### src/rtl/frame_pixel_streamer.sv
// frame_pixel_streamer: reads one IMG_H x IMG_W frame row-major from a
// synchronous-read frame memory and emits it as a tagged valid/ready pixel
// stream. A 2-entry output FIFO absorbs the 1-cycle memory latency and any
// downstream backpressure.
// Optional feature macro: PIX_SIDEBAND_EN adds out_sof/out_eol/out_eof.
module frame_pixel_streamer #(
    parameter int IMG_H  = 28,
    parameter int IMG_W  = 28,
    parameter int DATA_W = 8,
    parameter int ADDR_W = $clog2(IMG_H*IMG_W)
) (
    input  logic                      clk,
    input  logic                      rst,
    input  logic                      start,
    output logic                      busy,
    output logic                      done,
    output logic                      mem_rd_en,
    output logic [ADDR_W-1:0]         mem_rd_addr,
    input  logic [DATA_W-1:0]         mem_rd_data,
    output logic [DATA_W-1:0]         out_pixel,
    output logic                      out_valid,
    input  logic                      out_ready,
    output logic [$clog2(IMG_W)-1:0]  out_x,
    output logic [$clog2(IMG_H)-1:0]  out_y
`ifdef PIX_SIDEBAND_EN
    ,
    output logic                      out_sof,
    output logic                      out_eol,
    output logic                      out_eof
`endif
);

    localparam int XW = $clog2(IMG_W);
    localparam int YW = $clog2(IMG_H);
    localparam logic [XW-1:0]     X_LAST = XW'(IMG_W - 1);
    localparam logic [YW-1:0]     Y_LAST = YW'(IMG_H - 1);
    localparam logic [ADDR_W-1:0] A_LAST = ADDR_W'(IMG_H*IMG_W - 1);

    typedef enum logic [1:0] {S_IDLE, S_RUN, S_DRAIN, S_DONE} state_t;

    state_t state;

    // read-side counters (position of the next read)
    logic [XW-1:0] rx;
    logic [YW-1:0] ry;

    // read in flight: data arrives on mem_rd_data this cycle
    logic          pend;
    logic [XW-1:0] pend_x;
    logic [YW-1:0] pend_y;

    // FIFO second entry; the head lives directly in the out_* registers
    logic              tail_valid;
    logic [DATA_W-1:0] tail_pixel;
    logic [XW-1:0]     tail_x;
    logic [YW-1:0]     tail_y;

    logic       pop;
    logic       last_read;
    logic       last_pop;
    logic [1:0] occ_next;
    logic       head_from_tail;
    logic       head_from_in;
    logic       tail_from_in;

    assign pop       = out_valid && out_ready;
    assign last_read = mem_rd_en && (mem_rd_addr == A_LAST);
    assign last_pop  = pop && (out_x == X_LAST) && (out_y == Y_LAST);

    // Occupancy after this edge counting the in-flight word and this cycle's
    // pop; a new read is only issued if it will find a free slot. Reading the
    // pop here keeps 1 pixel/clk; the path is ready->rd_en, never ->valid.
    always_comb begin
        occ_next  = 2'(out_valid) + 2'(tail_valid) + 2'(pend) - 2'(pop);
        mem_rd_en = (state == S_RUN) && (occ_next < 2'd2);
    end

    // FIFO steering: where the in-flight word lands and whether the head refills
    always_comb begin
        head_from_tail = pop && tail_valid;
        head_from_in   = pend && (pop ? !tail_valid : !out_valid);
        tail_from_in   = pend && !head_from_in;
    end

    // Control FSM with registered busy/done
    always_ff @(posedge clk or posedge rst) begin
        if (rst) begin
            state <= S_IDLE;
            busy  <= 1'b0;
            done  <= 1'b0;
        end else begin
            case (state)
                S_IDLE: begin
                    done <= 1'b0;
                    if (start) begin
                        state <= S_RUN;
                        busy  <= 1'b1;
                    end
                end
                S_RUN: begin
                    if (last_read) state <= S_DRAIN;
                end
                S_DRAIN: begin
                    if (last_pop) begin
                        state <= S_DONE;
                        busy  <= 1'b0;
                        done  <= 1'b1;
                    end
                end
                default: begin
                    state <= S_IDLE;
                    done  <= 1'b0;
                end
            endcase
        end
    end

    // Read address generator; increments only, wraps to 0 after the last read
    always_ff @(posedge clk or posedge rst) begin
        if (rst) begin
            rx          <= '0;
            ry          <= '0;
            mem_rd_addr <= '0;
        end else if (mem_rd_en) begin
            if (last_read) begin
                rx          <= '0;
                ry          <= '0;
                mem_rd_addr <= '0;
            end else begin
                mem_rd_addr <= mem_rd_addr + 1'b1;
                if (rx == X_LAST) begin
                    rx <= '0;
                    ry <= ry + 1'b1;
                end else begin
                    rx <= rx + 1'b1;
                end
            end
        end
    end

    // Track the in-flight read and its tag
    always_ff @(posedge clk or posedge rst) begin
        if (rst) begin
            pend   <= 1'b0;
            pend_x <= '0;
            pend_y <= '0;
        end else begin
            pend <= mem_rd_en;
            if (mem_rd_en) begin
                pend_x <= rx;
                pend_y <= ry;
            end
        end
    end

    // FIFO occupancy flags
    always_ff @(posedge clk or posedge rst) begin
        if (rst) begin
            out_valid  <= 1'b0;
            tail_valid <= 1'b0;
        end else begin
            if (head_from_tail || head_from_in) out_valid <= 1'b1;
            else if (pop)                       out_valid <= 1'b0;
            if (tail_from_in)                   tail_valid <= 1'b1;
            else if (head_from_tail)            tail_valid <= 1'b0;
        end
    end

    // FIFO payload; head only changes on refill, so it holds while stalled
    always_ff @(posedge clk or posedge rst) begin
        if (rst) begin
            out_pixel  <= '0;
            out_x      <= '0;
            out_y      <= '0;
            tail_pixel <= '0;
            tail_x     <= '0;
            tail_y     <= '0;
        end else begin
            if (head_from_tail) begin
                out_pixel <= tail_pixel;
                out_x     <= tail_x;
                out_y     <= tail_y;
            end else if (head_from_in) begin
                out_pixel <= mem_rd_data;
                out_x     <= pend_x;
                out_y     <= pend_y;
            end
            if (tail_from_in) begin
                tail_pixel <= mem_rd_data;
                tail_x     <= pend_x;
                tail_y     <= pend_y;
            end
        end
    end

`ifdef PIX_SIDEBAND_EN
    // {sof, eol, eof} for the in-flight word, carried alongside the payload
    logic [2:0] in_sb;
    logic [2:0] tail_sb;

    assign in_sb = {(pend_x == '0) && (pend_y == '0),
                    (pend_x == X_LAST),
                    (pend_x == X_LAST) && (pend_y == Y_LAST)};

    // Sideband follows exactly the same FIFO steering as the payload
    always_ff @(posedge clk or posedge rst) begin
        if (rst) begin
            {out_sof, out_eol, out_eof} <= 3'b000;
            tail_sb                     <= 3'b000;
        end else begin
            if (head_from_tail)    {out_sof, out_eol, out_eof} <= tail_sb;
            else if (head_from_in) {out_sof, out_eol, out_eof} <= in_sb;
            if (tail_from_in)      tail_sb <= in_sb;
        end
    end
`endif

endmodule

### config.mk
export PLATFORM = sky130hd
export DESIGN_NAME = frame_pixel_streamer
export DESIGN_NICKNAME = d
export VERILOG_FILES = /design/src/rtl/frame_pixel_streamer.sv
export SDC_FILE = /design/constraint.sdc
export NUM_CORES = 1
export LEC_CHECK = 0
export CORE_ASPECT_RATIO = 1.25
export CORE_MARGIN = 2
export CORE_UTILIZATION = 45
export CTS_CLUSTER_SIZE = 40
export DETAILED_ROUTE_END_ITERATION = 8
export DONT_BUFFER_PORTS = 1
export GPL_ROUTABILITY_DRIVEN = 0
export GPL_TIMING_DRIVEN = 0
export PLACE_DENSITY = 0.69
export RECOVER_POWER = 50
export SETUP_SLACK_MARGIN = 0.2
export SLEW_MARGIN = 20
export SYNTH_ARGS = -nofsm -noshare
export SYNTH_HDL_FRONTEND = slang
export SYNTH_SLANG_ARGS = --single-unit
### constraint.sdc
create_clock -name clk -period 6.3 [get_ports clk]
set_input_delay 0.945 -clock clk [delete_from_list [all_inputs] [get_ports clk]]
set_output_delay 0.945 -clock clk [all_outputs]
set_load 0.01 [all_outputs]
==> impl_metrics.ini <==
[critical_path]
cp-startpoint = out_ready
cp-endpoint = mem_rd_en
start_kind = input port
cp_top_family = buffers and inverters
reg2regPathDepth = 11
worst_setup_path_end_kind = primary output
crit_type = in2out
r2r-end = state[1]$_DFFE_PP0P_
cp.depth = 10
critPathBufInv = 5
slowest_delay_ps = 440
regToRegStartpoint = out_valid$_DFFE_PP0P_
cp_data_required_time_ps = 5350
r2r_slack_ps = 3540
critPathSlowestCell = mux2_2
crit_fanout = 11
cp_cell_sequence = nand2_2, inv_1, ha_1, inv_1, ha_1, a21oi_1, mux2_2, inv_1, buf_2, buf_2
cp.arrival_ps = 2870
cp_common_cell = inv_1

[final_layout]
layout_commonest_cell = dfrtp_1
antenna_cells = 0
nets = 326
area_growth_pct = 8.840
drive_gt1_frac = 0.1581
final_cell_mix = 73 x dfrtp_1, 61 x nand2_1, 23 x o21ai_0, 22 x mux2_2, 21 x mux2i_1

[global_route]
antenna_found_initial = 0
grt_start_max_net_pins = 44
grt_pass1_vias = 2099
grt_overflow = 0
grt_first_pass_wirelength_um = 10020
grt_usage = 0.1642

[synthesis]
post_synth_inst_count = 293
yosys_register_bits = 73
synth_warnings = 0
ys_types = 37
postSynth.asyncResetShare = 1.000
syn_area_sq_mm = 0.003269
synth_top_area_frac = 0.5587
postSynthAreaPerCell_sq_um = 11.16
synth_area_leaders = dfrtp_1 56%, mux2_2 7.6%, nand2_1 7.0%
ys.flop_type = dfrtp_1
ys_seq_area_frac = 0.5587
synth.net_count = 314
synth_top_cell_by_area = dfrtp_1
synth-edff-count = 0

[placement]
pre_cts_ws_ps = 2438
portBuffers = 0
dp_hpwl_um = 4331

[run]
maxCapViolCount = 1

[timing]
min_period_ps = 3820
maxSlewViolCount = 44
skew_ps = 7.055
slew-limit-headroom = -0.4953
tightest_slew_ps = 2243
timing.hold.ws_ps = 479.7
hold_viol_final = 0
fin_ws_ps = 2480
min_period_over_period = 0.6063
rsz0062_at_grt = no
tns_ps = 0
fmax_mhz = 261.8
setup_viol = 0

[clocking]
cts_buffers = 9
cts_num_sinks = 73
clk_pin_slew_ps = 80
htreeDepth = 3
post_cts_resized = 0
postCtsHoldBufs = 0
postCtsSetupBuffers = 0
clock_tree.root_cell = clkbuf_8
cts_tree = yes
clk_latency_ps = 350
clock_path_buffers = 2

[die]
die_h_um = 99.30
initial_core_util = 0.4658
design.die.area_sq_mm = 0.007968
rows = 34
num_io_pins = 44
die_x_um = 80.24
core_sq_mm = 0.007019

[power]
ir_drop_v = 0.0003658
cellPowerDensity_mw_per_mm2 = 501.8
power_leakage_nw = 1.746

[detailed_routing]
avgViaCountPerCell = 5.293
drc = 0
vias = 2117
drt-initial-drc-count = 43
routedWlPerCell_um = 14.65
dr.pass1.iters = 4
wirelength_um = 5861
postRouteAntennaNets = 0

[hold_path]
hold_path_class = reg2reg

[outcome]
outcome = finished with violations
violations = capacitance limit, slew limit
## how the worst min path moves through the flow
| stage | from | end | slack, ps | cells past startpoint |
|---|---|---|---|---|
| 2_1_floorplan | pend$_DFF_PP0_ | out_valid$_DFFE_PP0P_ | 440 | 2 |
| 3_3_place_gp | pend$_DFF_PP0_ | out_valid$_DFFE_PP0P_ | 470 | 2 |
| 3_5_place_dp | pend$_DFF_PP0_ | out_valid$_DFFE_PP0P_ | 470 | 2 |
| 4_1_cts | rst | done$_DFFE_PP0P_ | 450 | 1 |
| 5_1_grt | tail_y[3]$_DFFE_PP0P_ | tail_y[3]$_DFFE_PP0P_ | 510 | 1 |
| 6_report | pend$_DFF_PP0_ | out_valid$_DFFE_PP0P_ | 480 | 2 |
## routing by layer
layer,wire length (um),vias to the layer above,track usage
met5,0,-,0
met4,61,0,0.06258
met3,445,7,0.06624
met2,2889,57,0.2660
met1,2464,1013,0.1952
li1,-,1040,-
## Yosys cell counts (all sizes together) (2+ instances only)
| master | number |
|---|---|
| nand3 | 4 |
| xnor2 | 4 |
| or2 | 2 |
| a22o | 2 |
| xor2 | 5 |
| dfrtp | 73 |
| mux2 | 23 |
| nor2b | 2 |
| nand2b | 2 |
| buf | 6 |
| clkbuf | 4 |
| ha | 9 |
| nand4 | 7 |
| mux2i | 21 |
| and4b | 2 |
| nand2 | 62 |
| o21ai | 24 |
| nor2 | 8 |
| inv | 10 |
| a21oi | 7 |
| and3 | 3 |
| o211ai | 2 |
## registers in the layout (all words and copies together), names as in the netlist, 5 cells and up
name         cells
mem_rd_addr     10
out_pixel        8
tail_pixel       8
out_x            5
out_y            5
pend_x           5
pend_y           5
rx               5
ry               5
tail_x           5
tail_y           5
## logic make-up after synthesis
group | after synthesis | share of synthesized area
muxes | 44 | 0.1447
and+or+nand+nor | 96 | 0.1351
buffers and inverters | 20 | 0.02526
adders and majority gates | 9 | 0.03444
xor gates and xnor gates | 9 | 0.02411
AOI/OAI and AO/OA | 42 | 0.07769
DFF | 73 | 0.5587
## power by group
group,switching [mW],internal [mW]
registers,0.171,0.644
logic,0.371,0.273
clock network,0.182,0.145
## per-stage QoR
stage	total power, mW	util	instance area, sq um	cells
after floorplan	1.313	-	3269	293
after global placement	1.455	0.4818	3382	383
after detailed placement	1.490	0.4850	3405	384
after CTS	1.820	0.5103	3582	400
after global routing	1.947	0.5070	3558	400
final	1.786	0.5070	3558	400
## area by class of cell
type | count | area (sq um)
fillers | 644 | 3461
flip-flops and latches | 73 | 1827
multi-input cells | 200 | 1356
clock buffers | 9 | 123.9
well taps | 90 | 112.6
clock inverters | 7 | 53.80
plain buffers | 10 | 42.54
inverters | 10 | 38.79
repair buffers | 1 | 3.754
## worst min-delay path, cell delays in order (launching register included)
cell,delay [ps]
dfrtp_1,330
inv_1,60
nand2_1,60
No activity file was read; power rests on OpenSTA's default activity.
